--- src/rtl/noc_vc_switch_allocator_if.sv ---
// Bundle between the input blocks, the downstream link and one output-port
// allocator. The allocator attaches through the slave modport; the side that
// drives flits and credit returns uses the master modport.
interface noc_vc_switch_allocator_if #(
    parameter int NUM_INPUTS   = 5,
    parameter int CHANNELS     = 2,
    parameter int FLIT_WIDTH   = 64,
    parameter int CREDIT_DEPTH = 4
);
    localparam int VC_W  = (CHANNELS > 1) ? $clog2(CHANNELS) : 1;
    localparam int CNT_W = $clog2(CREDIT_DEPTH + 1);

    logic [NUM_INPUTS-1:0]            in_valid;
    logic [NUM_INPUTS*VC_W-1:0]       in_vc;
    logic [NUM_INPUTS-1:0]            in_sop;
    logic [NUM_INPUTS-1:0]            in_eop;
    logic [NUM_INPUTS*FLIT_WIDTH-1:0] in_flit;
    logic [NUM_INPUTS-1:0]            in_ready;
    logic                             out_valid;
    logic [VC_W-1:0]                  out_vc;
    logic [FLIT_WIDTH-1:0]            out_flit;
    logic [CHANNELS-1:0]              credit_return;
    logic [CHANNELS*CNT_W-1:0]        credit_count;
    logic [CHANNELS-1:0]              vc_locked;
    logic                             err_credit_ovf;
    logic                             err_protocol;

    modport master (
        output in_valid, in_vc, in_sop, in_eop, in_flit, credit_return,
        input  in_ready, out_valid, out_vc, out_flit, credit_count, vc_locked,
               err_credit_ovf, err_protocol
    );

    modport slave (
        input  in_valid, in_vc, in_sop, in_eop, in_flit, credit_return,
        output in_ready, out_valid, out_vc, out_flit, credit_count, vc_locked,
               err_credit_ovf, err_protocol
    );
endinterface

--- src/rtl/noc_vc_switch_allocator.sv ---
// Per-output-port switch/VC allocator: round-robin arbitration of the input
// blocks onto one link, wormhole ownership per VC, per-VC credit counters and
// a registered output flit stage.
module noc_vc_switch_allocator #(
    parameter int NUM_INPUTS   = 5,
    parameter int CHANNELS     = 2,
    parameter int FLIT_WIDTH   = 64,
    parameter int CREDIT_DEPTH = 4
) (
    input  logic                      noc_clk,
    input  logic                      noc_rst,
    noc_vc_switch_allocator_if.slave  bus
);
    localparam int VC_W  = (CHANNELS > 1) ? $clog2(CHANNELS) : 1;
    localparam int CNT_W = $clog2(CREDIT_DEPTH + 1);
    localparam int IDX_W = $clog2(NUM_INPUTS);
    localparam logic [CNT_W-1:0] CREDIT_MAX = CNT_W'(CREDIT_DEPTH);

    logic [CNT_W-1:0]      credit_q [CHANNELS];
    logic [CNT_W-1:0]      credit_d [CHANNELS];
    logic [IDX_W-1:0]      owner_q  [CHANNELS];
    logic [IDX_W-1:0]      owner_d  [CHANNELS];
    logic [CHANNELS-1:0]   lock_q, lock_d;
    logic [IDX_W-1:0]      rr_q, rr_d;
    logic                  out_valid_q, out_valid_d;
    logic [VC_W-1:0]       out_vc_q, out_vc_d;
    logic [FLIT_WIDTH-1:0] out_flit_q, out_flit_d;
    logic                  err_ovf_q, err_ovf_d;
    logic                  err_proto_q, err_proto_d;

    logic [NUM_INPUTS-1:0] elig;
    logic [NUM_INPUTS-1:0] viol;
    logic                  gnt_any;
    logic [IDX_W-1:0]      gnt_idx;
    logic [VC_W-1:0]       gnt_vc;
    logic                  gnt_sop, gnt_eop;
    logic [FLIT_WIDTH-1:0] gnt_flit;

    // Per-input eligibility and protocol-violation detection against registered VC state.
    always_comb begin
        elig = '0;
        viol = '0;
        for (int i = 0; i < NUM_INPUTS; i++) begin
            for (int c = 0; c < CHANNELS; c++) begin
                if (bus.in_vc[i*VC_W +: VC_W] == VC_W'(c)) begin
                    // A head needs an idle VC; body/tail flits only move for the VC owner.
                    elig[i] = bus.in_valid[i] && (credit_q[c] != '0) &&
                              (bus.in_sop[i] ? !lock_q[c]
                                             : (lock_q[c] && (owner_q[c] == IDX_W'(i))));
                    viol[i] = bus.in_valid[i] &&
                              (bus.in_sop[i] ? (lock_q[c] && (owner_q[c] == IDX_W'(i)))
                                             : !lock_q[c]);
                end
            end
        end
    end

    // Round-robin search from the pointer upward with wrap; first eligible input wins.
    always_comb begin
        int idx;
        gnt_any = 1'b0;
        gnt_idx = '0;
        for (int k = 0; k < NUM_INPUTS; k++) begin
            idx = int'(rr_q) + k;
            if (idx >= NUM_INPUTS) idx = idx - NUM_INPUTS;
            if (!gnt_any && elig[idx] && !noc_rst) begin
                gnt_any = 1'b1;
                gnt_idx = IDX_W'(idx);
            end
        end
    end

    // Select the granted input's flit fields and drive the one-hot ready.
    always_comb begin
        gnt_vc   = bus.in_vc[int'(gnt_idx)*VC_W +: VC_W];
        gnt_flit = bus.in_flit[int'(gnt_idx)*FLIT_WIDTH +: FLIT_WIDTH];
        gnt_sop  = bus.in_sop[gnt_idx];
        gnt_eop  = bus.in_eop[gnt_idx];
        bus.in_ready = '0;
        bus.in_ready[gnt_idx] = gnt_any;
    end

    // Next state for credits, VC locks, round-robin pointer, output stage and error flags.
    always_comb begin
        lock_d      = lock_q;
        rr_d        = rr_q;
        out_valid_d = gnt_any;
        out_vc_d    = out_vc_q;
        out_flit_d  = out_flit_q;
        err_ovf_d   = err_ovf_q;
        err_proto_d = err_proto_q | (|viol);
        for (int c = 0; c < CHANNELS; c++) begin
            credit_d[c] = credit_q[c];
            owner_d[c]  = owner_q[c];
        end

        if (gnt_any) begin
            rr_d       = (int'(gnt_idx) == NUM_INPUTS - 1) ? '0 : gnt_idx + 1'b1;
            out_vc_d   = gnt_vc;
            out_flit_d = gnt_flit;
        end

        for (int c = 0; c < CHANNELS; c++) begin
            // A grant and a return on the same VC cancel out.
            if (gnt_any && (gnt_vc == VC_W'(c)) && !bus.credit_return[c]) begin
                credit_d[c] = credit_q[c] - 1'b1;
            end else if (bus.credit_return[c] && !(gnt_any && (gnt_vc == VC_W'(c)))) begin
                if (credit_q[c] == CREDIT_MAX) err_ovf_d = 1'b1;
                else                           credit_d[c] = credit_q[c] + 1'b1;
            end

            // Single-flit packets (sop && eop) never take the lock.
            if (gnt_any && (gnt_vc == VC_W'(c))) begin
                if (gnt_sop && !gnt_eop) begin
                    lock_d[c]  = 1'b1;
                    owner_d[c] = gnt_idx;
                end else if (!gnt_sop && gnt_eop) begin
                    lock_d[c]  = 1'b0;
                end
            end
        end
    end

    // State registers; reset abandons any in-flight packet immediately.
    always_ff @(posedge noc_clk or posedge noc_rst) begin
        if (noc_rst) begin
            for (int c = 0; c < CHANNELS; c++) begin
                credit_q[c] <= CREDIT_MAX;
                owner_q[c]  <= '0;
            end
            lock_q      <= '0;
            rr_q        <= '0;
            out_valid_q <= 1'b0;
            out_vc_q    <= '0;
            out_flit_q  <= '0;
            err_ovf_q   <= 1'b0;
            err_proto_q <= 1'b0;
        end else begin
            for (int c = 0; c < CHANNELS; c++) begin
                credit_q[c] <= credit_d[c];
                owner_q[c]  <= owner_d[c];
            end
            lock_q      <= lock_d;
            rr_q        <= rr_d;
            out_valid_q <= out_valid_d;
            out_vc_q    <= out_vc_d;
            out_flit_q  <= out_flit_d;
            err_ovf_q   <= err_ovf_d;
            err_proto_q <= err_proto_d;
        end
    end

    // Pack the per-VC credit counters onto the status bus.
    always_comb begin
        bus.credit_count = '0;
        for (int c = 0; c < CHANNELS; c++) begin
            bus.credit_count[c*CNT_W +: CNT_W] = credit_q[c];
        end
    end

    assign bus.out_valid      = out_valid_q;
    assign bus.out_vc         = out_vc_q;
    assign bus.out_flit       = out_flit_q;
    assign bus.vc_locked      = lock_q;
    assign bus.err_credit_ovf = err_ovf_q;
    assign bus.err_protocol   = err_proto_q;
endmodule

--- src/flat_wrapper.sv ---
// flat-port wrapper written by rule: the top's interface ports become plain ports
module noc_vc_switch_allocator_flat 
#(
    parameter int NUM_INPUTS   = 5,
    parameter int CHANNELS     = 2,
    parameter int FLIT_WIDTH   = 64,
    parameter int CREDIT_DEPTH = 4
)
  (noc_clk, noc_rst, bus_in_valid, bus_in_vc, bus_in_sop, bus_in_eop, bus_in_flit, bus_credit_return, bus_in_ready, bus_out_valid, bus_out_vc, bus_out_flit, bus_credit_count, bus_vc_locked, bus_err_credit_ovf, bus_err_protocol);
  noc_vc_switch_allocator_if #(.NUM_INPUTS(NUM_INPUTS), .CHANNELS(CHANNELS), .FLIT_WIDTH(FLIT_WIDTH), .CREDIT_DEPTH(CREDIT_DEPTH)) bus_i ();
  input  logic noc_clk;
  input  logic noc_rst;
  input wire logic [$bits(bus_i.in_valid)-1:0] bus_in_valid;
  input wire logic [$bits(bus_i.in_vc)-1:0] bus_in_vc;
  input wire logic [$bits(bus_i.in_sop)-1:0] bus_in_sop;
  input wire logic [$bits(bus_i.in_eop)-1:0] bus_in_eop;
  input wire logic [$bits(bus_i.in_flit)-1:0] bus_in_flit;
  input wire logic [$bits(bus_i.credit_return)-1:0] bus_credit_return;
  output wire logic [$bits(bus_i.in_ready)-1:0] bus_in_ready;
  output wire logic [$bits(bus_i.out_valid)-1:0] bus_out_valid;
  output wire logic [$bits(bus_i.out_vc)-1:0] bus_out_vc;
  output wire logic [$bits(bus_i.out_flit)-1:0] bus_out_flit;
  output wire logic [$bits(bus_i.credit_count)-1:0] bus_credit_count;
  output wire logic [$bits(bus_i.vc_locked)-1:0] bus_vc_locked;
  output wire logic [$bits(bus_i.err_credit_ovf)-1:0] bus_err_credit_ovf;
  output wire logic [$bits(bus_i.err_protocol)-1:0] bus_err_protocol;
  assign bus_i.in_valid = bus_in_valid;
  assign bus_i.in_vc = bus_in_vc;
  assign bus_i.in_sop = bus_in_sop;
  assign bus_i.in_eop = bus_in_eop;
  assign bus_i.in_flit = bus_in_flit;
  assign bus_i.credit_return = bus_credit_return;
  assign bus_in_ready = bus_i.in_ready;
  assign bus_out_valid = bus_i.out_valid;
  assign bus_out_vc = bus_i.out_vc;
  assign bus_out_flit = bus_i.out_flit;
  assign bus_credit_count = bus_i.credit_count;
  assign bus_vc_locked = bus_i.vc_locked;
  assign bus_err_credit_ovf = bus_i.err_credit_ovf;
  assign bus_err_protocol = bus_i.err_protocol;
  noc_vc_switch_allocator #(.NUM_INPUTS(NUM_INPUTS), .CHANNELS(CHANNELS), .FLIT_WIDTH(FLIT_WIDTH), .CREDIT_DEPTH(CREDIT_DEPTH)) u_core (.noc_clk(noc_clk), .noc_rst(noc_rst), .bus(bus_i));
endmodule
--- config.mk ---
export PLATFORM = sky130hd
export DESIGN_NAME = noc_vc_switch_allocator_flat
export DESIGN_NICKNAME = d
export VERILOG_FILES = /design/src/rtl/noc_vc_switch_allocator_if.sv /design/src/rtl/noc_vc_switch_allocator.sv /design/src/flat_wrapper.sv
export SDC_FILE = /design/constraint.sdc
export NUM_CORES = 1
export LEC_CHECK = 0
export CAP_MARGIN = 10
export CORE_ASPECT_RATIO = 0.5
export CORE_MARGIN = 3
export CORE_UTILIZATION = 36
export DETAILED_ROUTE_END_ITERATION = 8
export PLACE_DENSITY_LB_ADDON = 0.05
export SLEW_MARGIN = 30
export SYNTH_ARGS = -nofsm -noshare
export SYNTH_HDL_FRONTEND = slang
export SYNTH_SLANG_ARGS = --single-unit
--- constraint.sdc ---
create_clock -name noc_clk -period 7 [get_ports noc_clk]
set_input_delay 1.4 -clock noc_clk [delete_from_list [all_inputs] [get_ports noc_clk]]
set_output_delay 1.4 -clock noc_clk [all_outputs]
set_load 0.03 [all_outputs]
=== Word level (Yosys, flattened, before mapping) ===
Cells that the tools add are included.

* Reduce and logical (&&, ||, !) cells: 85
* Order comparisons: 12
* Equality and inequality tests: 13
* Mux-type cells: 81
* $add $sub $neg: 14
* Shift operators: 2
* Bitwise logic cells: 3

{| class="wikitable"
|+ Operators with widths
! cell !! number
|-
| indexed part select 320 x 10 -> 64 bit || 1
|-
| < comparator 32 x 5 -> 1 bit, second input constant || 5
|-
| two-way mux 32 bit || 5
|-
| greater-or-equal comparator 32 x 4 -> 1 bit, second input constant || 4
|-
| subtractor 32 x 4 -> 32 bit, second input constant || 4
|-
| logical AND 1 bit || 58
|-
| two-way mux 1 bit || 56
|-
| two-way mux 3 bit || 12
|-
| binary-select mux 1 bit (select 3 bit) || 7
|-
| == test 3 bit, second input constant || 5
|-
| logical NOT 1 bit || 13
|-
| == test 3 x 2 -> 1 bit, second input constant || 4
|-
| AND reduction 2 bit || 6
|-
| adder 3 x 1 -> 3 bit, second input constant || 3
|-
| adder 3 x 2 -> 4 bit, second input constant || 2
|-
| == test 3 x 1 -> 1 bit, second input constant || 2
|-
| logical NOT 3 bit || 2
|-
| nonzero test 2 bit || 3
|-
| nonzero test 3 bit || 2
|-
| subtractor 3 x 1 -> 3 bit, second input constant || 2
|-
| AND 5 bit || 1
|-
| OR reduction 5 bit || 1
|-
| indexed part select 5 x 4 -> 1 bit || 1
|-
| adder 3 x 1 -> 4 bit, second input constant || 1
|-
| 9 further kinds || 10
|}

* Output and inout port bits: 81
* Input port bits: 344
* Register bits: 85

=== Longest topological paths before layout ===
* Depth in word-level cells: 36
* Mapped depth: 25
* Gate-level depth less buffers: 23

=== Worst setup path before layout ===
OpenSTA, ideal clock, no wires.

* Path kind: input -> output
* Start point: input port noc_rst
* End point: output port bus_in_ready[0]
* Arrival time: 6.012 ns
* Setup slack: -0.412 ns
* Required time: 5.600 ns
* Cell stages on the path: 12
* Path through: clkbuf_1 inv_1 a41oi_1 a2111oi_1 or2_1 buf_4 a211oi_4 inv_2 clkbuf_1 buf_1 nand2_1 nor2_1

* Elaborated cells on any way between the ends: 30
* Classes of those cells: order compare: 2; mux: 12; bitwise: 1; reduce/logical: 15

{| class="wikitable"
|+ RTL lines
! item !! RTL line !! RTL
|-
| start, declared || flat_wrapper.sv:12 || <nowiki>input logic noc_rst;</nowiki>
|-
| logical NOT 1 bit * || noc_vc_switch_allocator.sv:66 || <nowiki>if (!gnt_any && elig[idx] && !noc_rst) begin</nowiki>
|-
| logical AND 1 bit || noc_vc_switch_allocator.sv:66 ||
|-
| two-way mux 1 bit || noc_vc_switch_allocator.sv:66 ||
|-
| logical NOT 1 bit || noc_vc_switch_allocator.sv:66 ||
|-
| logical AND 1 bit (2 in a row) || noc_vc_switch_allocator.sv:66 ||
|-
| two-way mux 1 bit || noc_vc_switch_allocator.sv:66 ||
|-
| logical NOT 1 bit || noc_vc_switch_allocator.sv:66 ||
|-
| logical AND 1 bit (2 in a row) || noc_vc_switch_allocator.sv:66 ||
|-
| two-way mux 1 bit || noc_vc_switch_allocator.sv:66 ||
|-
| logical NOT 1 bit || noc_vc_switch_allocator.sv:66 ||
|-
| logical AND 1 bit (2 in a row) || noc_vc_switch_allocator.sv:66 ||
|-
| two-way mux 1 bit || noc_vc_switch_allocator.sv:66 ||
|-
| logical NOT 1 bit || noc_vc_switch_allocator.sv:66 ||
|-
| logical AND 1 bit (2 in a row) || noc_vc_switch_allocator.sv:66 ||
|-
| two-way mux 1 bit * || noc_vc_switch_allocator.sv:66 ||
|-
| named net u_core.gnt_any || noc_vc_switch_allocator.sv:33 || <nowiki>logic gnt_any;</nowiki>
|-
| AND 5 bit (no source line) * || n/a ||
|-
| end, declared || flat_wrapper.sv:19 || <nowiki>output wire logic [$bits(bus_i.in_ready)-1:0] bus_in_ready;</nowiki>
|}

The timed path passes the listed nets; every way through them passes the cells marked *.

=== Worst setup path after layout ===
* Start point: input port bus_in_sop[1]
* End point: output port bus_in_ready[2]

* Word-level cells in the longest chain between the ends: 29
* Elaborated cells on any way between the ends: 49
* Classes of those cells: order compare: 2; mux: 30; bitwise: 1; reduce/logical: 16

{| class="wikitable"
|+ RTL lines
! item !! RTL line !! RTL
|-
| start, declared || flat_wrapper.sv:15 || <nowiki>input wire logic [$bits(bus_i.in_sop)-1:0] bus_in_sop;</nowiki>
|-
| two-way mux 1 bit || noc_vc_switch_allocator.sv:48 || <nowiki>(bus.in_sop[i] ? !lock_q[c]</nowiki>
|-
| logical AND 1 bit || noc_vc_switch_allocator.sv:47 || <nowiki>elig[i] = bus.in_valid[i] && (credit_q[c] != '0) &&</nowiki>
|-
| two-way mux 1 bit * || noc_vc_switch_allocator.sv:45 || <nowiki>if (bus.in_vc[i*VC_W +: VC_W] == VC_W'(c)) begin</nowiki>
|-
| binary-select mux 1 bit (select 3 bit) || noc_vc_switch_allocator.sv:66 ||
|-
| two-way mux 1 bit (implied by the code) (2 in a row) || noc_vc_switch_allocator.sv:66 ||
|-
| logical AND 1 bit || noc_vc_switch_allocator.sv:66 ||
|-
| two-way mux 1 bit || noc_vc_switch_allocator.sv:66 ||
|-
| logical NOT 1 bit || noc_vc_switch_allocator.sv:66 ||
|-
| [11 not listed] || n/a ||
|-
| logical NOT 1 bit || noc_vc_switch_allocator.sv:66 ||
|-
| logical AND 1 bit (2 in a row) || noc_vc_switch_allocator.sv:66 ||
|-
| two-way mux 3 bit || noc_vc_switch_allocator.sv:66 ||
|-
| < comparator 3 x 4 -> 1 bit (implied by the code) / greater-or-equal comparator 3 x 1 -> 1 bit (equally long branches) || noc_vc_switch_allocator.sv:80 || <nowiki>bus.in_ready[gnt_idx] = gnt_any;</nowiki>
|-
| logical AND 1 bit (implied by the code) || noc_vc_switch_allocator.sv:80 ||
|-
| two-way mux 1 bit (implied by the code) || noc_vc_switch_allocator.sv:80 ||
|-
| demux 1 bit (select 3 bit) || n/a ||
|-
| AND 5 bit (no source line) * || n/a ||
|}

Mark *: on every way between the ends. The rest lies on a longest branch, timed or not. The select of a mux whose other input is x is not followed.

==> results.txt <==
Post-Route WL: 32.9 mm
Cells on worst reg2reg path: 19
GR Util All Layers: 0.276
Post-synthesis sequential area ratio: 0.282
Iteration-0 DRC Markers: 488
Synth async-reset ratio: 1.00
# rows: 36
Vias in the first global route: 8377
Core outline area: 0.0200 mm^2
Worst-margin pin slew: 0.907 ns
Top_reg_cell synth: dfrtp_1
Grt total ovfl: 0
Mapped Cells: 853
Hold buffer count at CTS: 0
Arrival time of the worst setup path: 5.27 ns
Area grow syn2layout: 61.9%
Number of flops mapped to enable cells by yosys: 0
Final antenna-violating net count: 0
Fmax: 150 MHz
Yosys top cell area share: 0.275
CTS max path bufs: 2
Reg clk slew, reported paths: 0.07 ns
Largest net degree at the start of global routing: 81
Port bufs: 424
Crit end category: primary output
Share of post-route cells with drive strength above 1: 0.0521
Die Area: 0.0228 mm^2
Vias per inst: 5.48
Slew HR: 0.394
CTS tree: yes
Die height: 108 um
Final Cycle Share: 0.953
Sum Neg Setup Slack: 0 ns
Starting Density: 0.377
Worst-path maximum fanout: 17
Hold_sp: u_core.bus.err_credit_ovf
Startpoint Class: input pin
RePlAce Congestion: 0.909
First-pass GRT wire length: 48.4 mm
Avg Cell Area, Syn: 8.84 um^2
Final std cells w/o fill: 1516
Commonest cells in the netlist: 135 x mux2i_1, 85 x nand2_1, 83 x dfrtp_1, 72 x o21ai_1, 65 x o22a_1
Syn Std Cell Area: 0.00754 mm^2
Routed wire length per instance: 21.7 um
Ranking of synthesized cells by area: dfrtp_1 28%, mux2i_1 18%, o22a_1 7.5%, o21ai_1 4.8%, nand2_1 4.2%
Post-CTS Resized: 0
Final min period: 6.67 ns
Unrepaired setup endpoints after global routing: false
Min-Delay Path Depth: 1
Filler Cells Inserted: 1746
Post-DP HPWL: 26.4 mm
Min-delay worst type: register to register
Synth warn: 0
Crit path launch: bus_in_sop[1]
Postcts setup bufs: 0
Hold Vio Cnt, Final: 0
Syn nets: 1216
DRC: 0
Synth cell types: 82
Worst Path Required: 5.60 ns
# IOs: 425
Inst Count DP: 1497
Max-Cap Viols: 0
Footprint of the multi-input gates: 0.00492 mm^2
Fin. max-slew vios: 0
CTS HTree Levels: 3
Register bit total from synthesis: 85
Clock latency on the worst-skew pair: 0.35 ns
Detailed Routing Iterations Pass 1: 5
Critical path type: input pin to primary output
Clock sink total: 85
Most common cell in the netlist: mux2i_1
Register area: 0.00213 mm^2
Status: finished, final reports clean
Antenna violations before repair: 1
Final nets: 1606
DIE WIDTH: 211 um
Clock Skews: 0.00962 ns
Via Count: 8310
CTS root buffer: clkbuf_16
Cell taking the most area after synthesis: dfrtp_1
Worst R2R Start: u_core.rr_q[1]
CTS Buf Count: 9
Setup violations, final: 0
-- worst max-delay path, cell delays in order --
cell and delay (ns):
clkdlybuf4s50_1 0.69, nand2_1 0.12, o2111a_1 0.20, or4_4 0.54, a41oi_2 0.28, nor2_1 0.14, or2_1 0.29, buf_4 0.18
nor3_4 0.29, nor2_8 0.08, inv_6 0.17, nand2_1 0.09, nor2_1 0.09, clkdlybuf4s50_1 0.70
-- cell usage in the layout (no fill, tap or decap), drive strengths merged, types with 3 or more instances in the layout --
master / n
o211ai: 7
a21oi: 27
clkinv: 3
fa: 3
buf: 22
mux2: 10
nand2: 85
o22a: 65
clkbuf: 10
xnor2: 3
and2: 6
o2111ai: 13
nor3: 8
a211oi: 10
a31oi: 7
nor2: 28
o31ai: 3
nand3: 10
nor4bb: 6
or4: 3
inv: 27
nand2b: 7
nand4b: 4
a22oi: 15
o2111a: 3
a41oi: 3
nand4: 8
mux2i: 135
ha: 16
o21ai: 133
or3: 6
a21o: 5
nor2b: 9
dfrtp: 83
clkdlybuf4s50: 423
a221oi: 3
-- layer usage --
layer  up-vias  part of all wire  GRT usage
li1       4017                 -          -
met3        66             0.066     0.0675
met1      3948              0.38      0.325
met5         -           0.00039          0
met4         2             0.026     0.0745
met2       277              0.52      0.506
-- layout make-up --
type,instances,share of cell area
sequential,85,0.174
clock buffer,10,0.0196
multi-input combinational,677,0.403
inverter,25,0.00850
timing repair buffer,445,0.363
tap,266,0.0272
clock inverter,6,0.00420
antenna,2,0.000410
-- registers in the layout, summed over array words and instances, names as in the netlist --
| signal | count |
|---|---|
| u_core.bus.credit_count | 6 |
| u_core.bus.err_credit_ovf | 1 |
| u_core.bus.err_protocol | 1 |
| u_core.bus.out_flit | 64 |
| u_core.bus.out_valid | 1 |
| u_core.bus.out_vc | 1 |
| u_core.bus.vc_locked | 2 |
| u_core.owner_q | 6 |
| u_core.rr_q | 3 |
-- logic make-up (layout without fill, tap and decap cells) --
family,after synthesis,count (layout),share of synthesized area
flops,85,85,0.282
simple gates,192,192,0.131
fa+ha+maj,19,19,0.0345
xor+xnor,5,5,0.00581
buf+inv,91,486,0.0662
other cells,0,2,0
compound gates,316,316,0.286
mux,145,145,0.194
-- final timing paths --
kind	to	slack (ns)
max	bus_in_ready[2]	0.33
min	u_core.bus.err_credit_ovf	0.49
max reg2reg	u_core.owner_q[5]	1.02
min reg2reg	u_core.bus.err_credit_ovf	0.49
max in group asynchronous	u_core.bus.out_flit[43]	4.63
min in group asynchronous	u_core.bus.err_protocol	1.47
-- per-stage QoR --
| step | setup WS [ns] | hold WS [ns] | instance area (um^2) | utilization |
|---|---|---|---|---|
| global route | 0.154 | 0.516 | 12200 | 0.611 |
| detailed placement | 0.383 | 0.472 | 11900 | 0.595 |
| floorplan | 0.141 | 0.534 | 7550 | - |
| global placement | 0.169 | 0.480 | 11900 | 0.594 |
| finish | 0.329 | 0.491 | 12200 | 0.611 |
| CTS | 0.368 | 0.498 | 12200 | 0.609 |
Power is not shown: default switching activity piles up to over one toggle a cycle in this logic, so the estimate is an artifact.
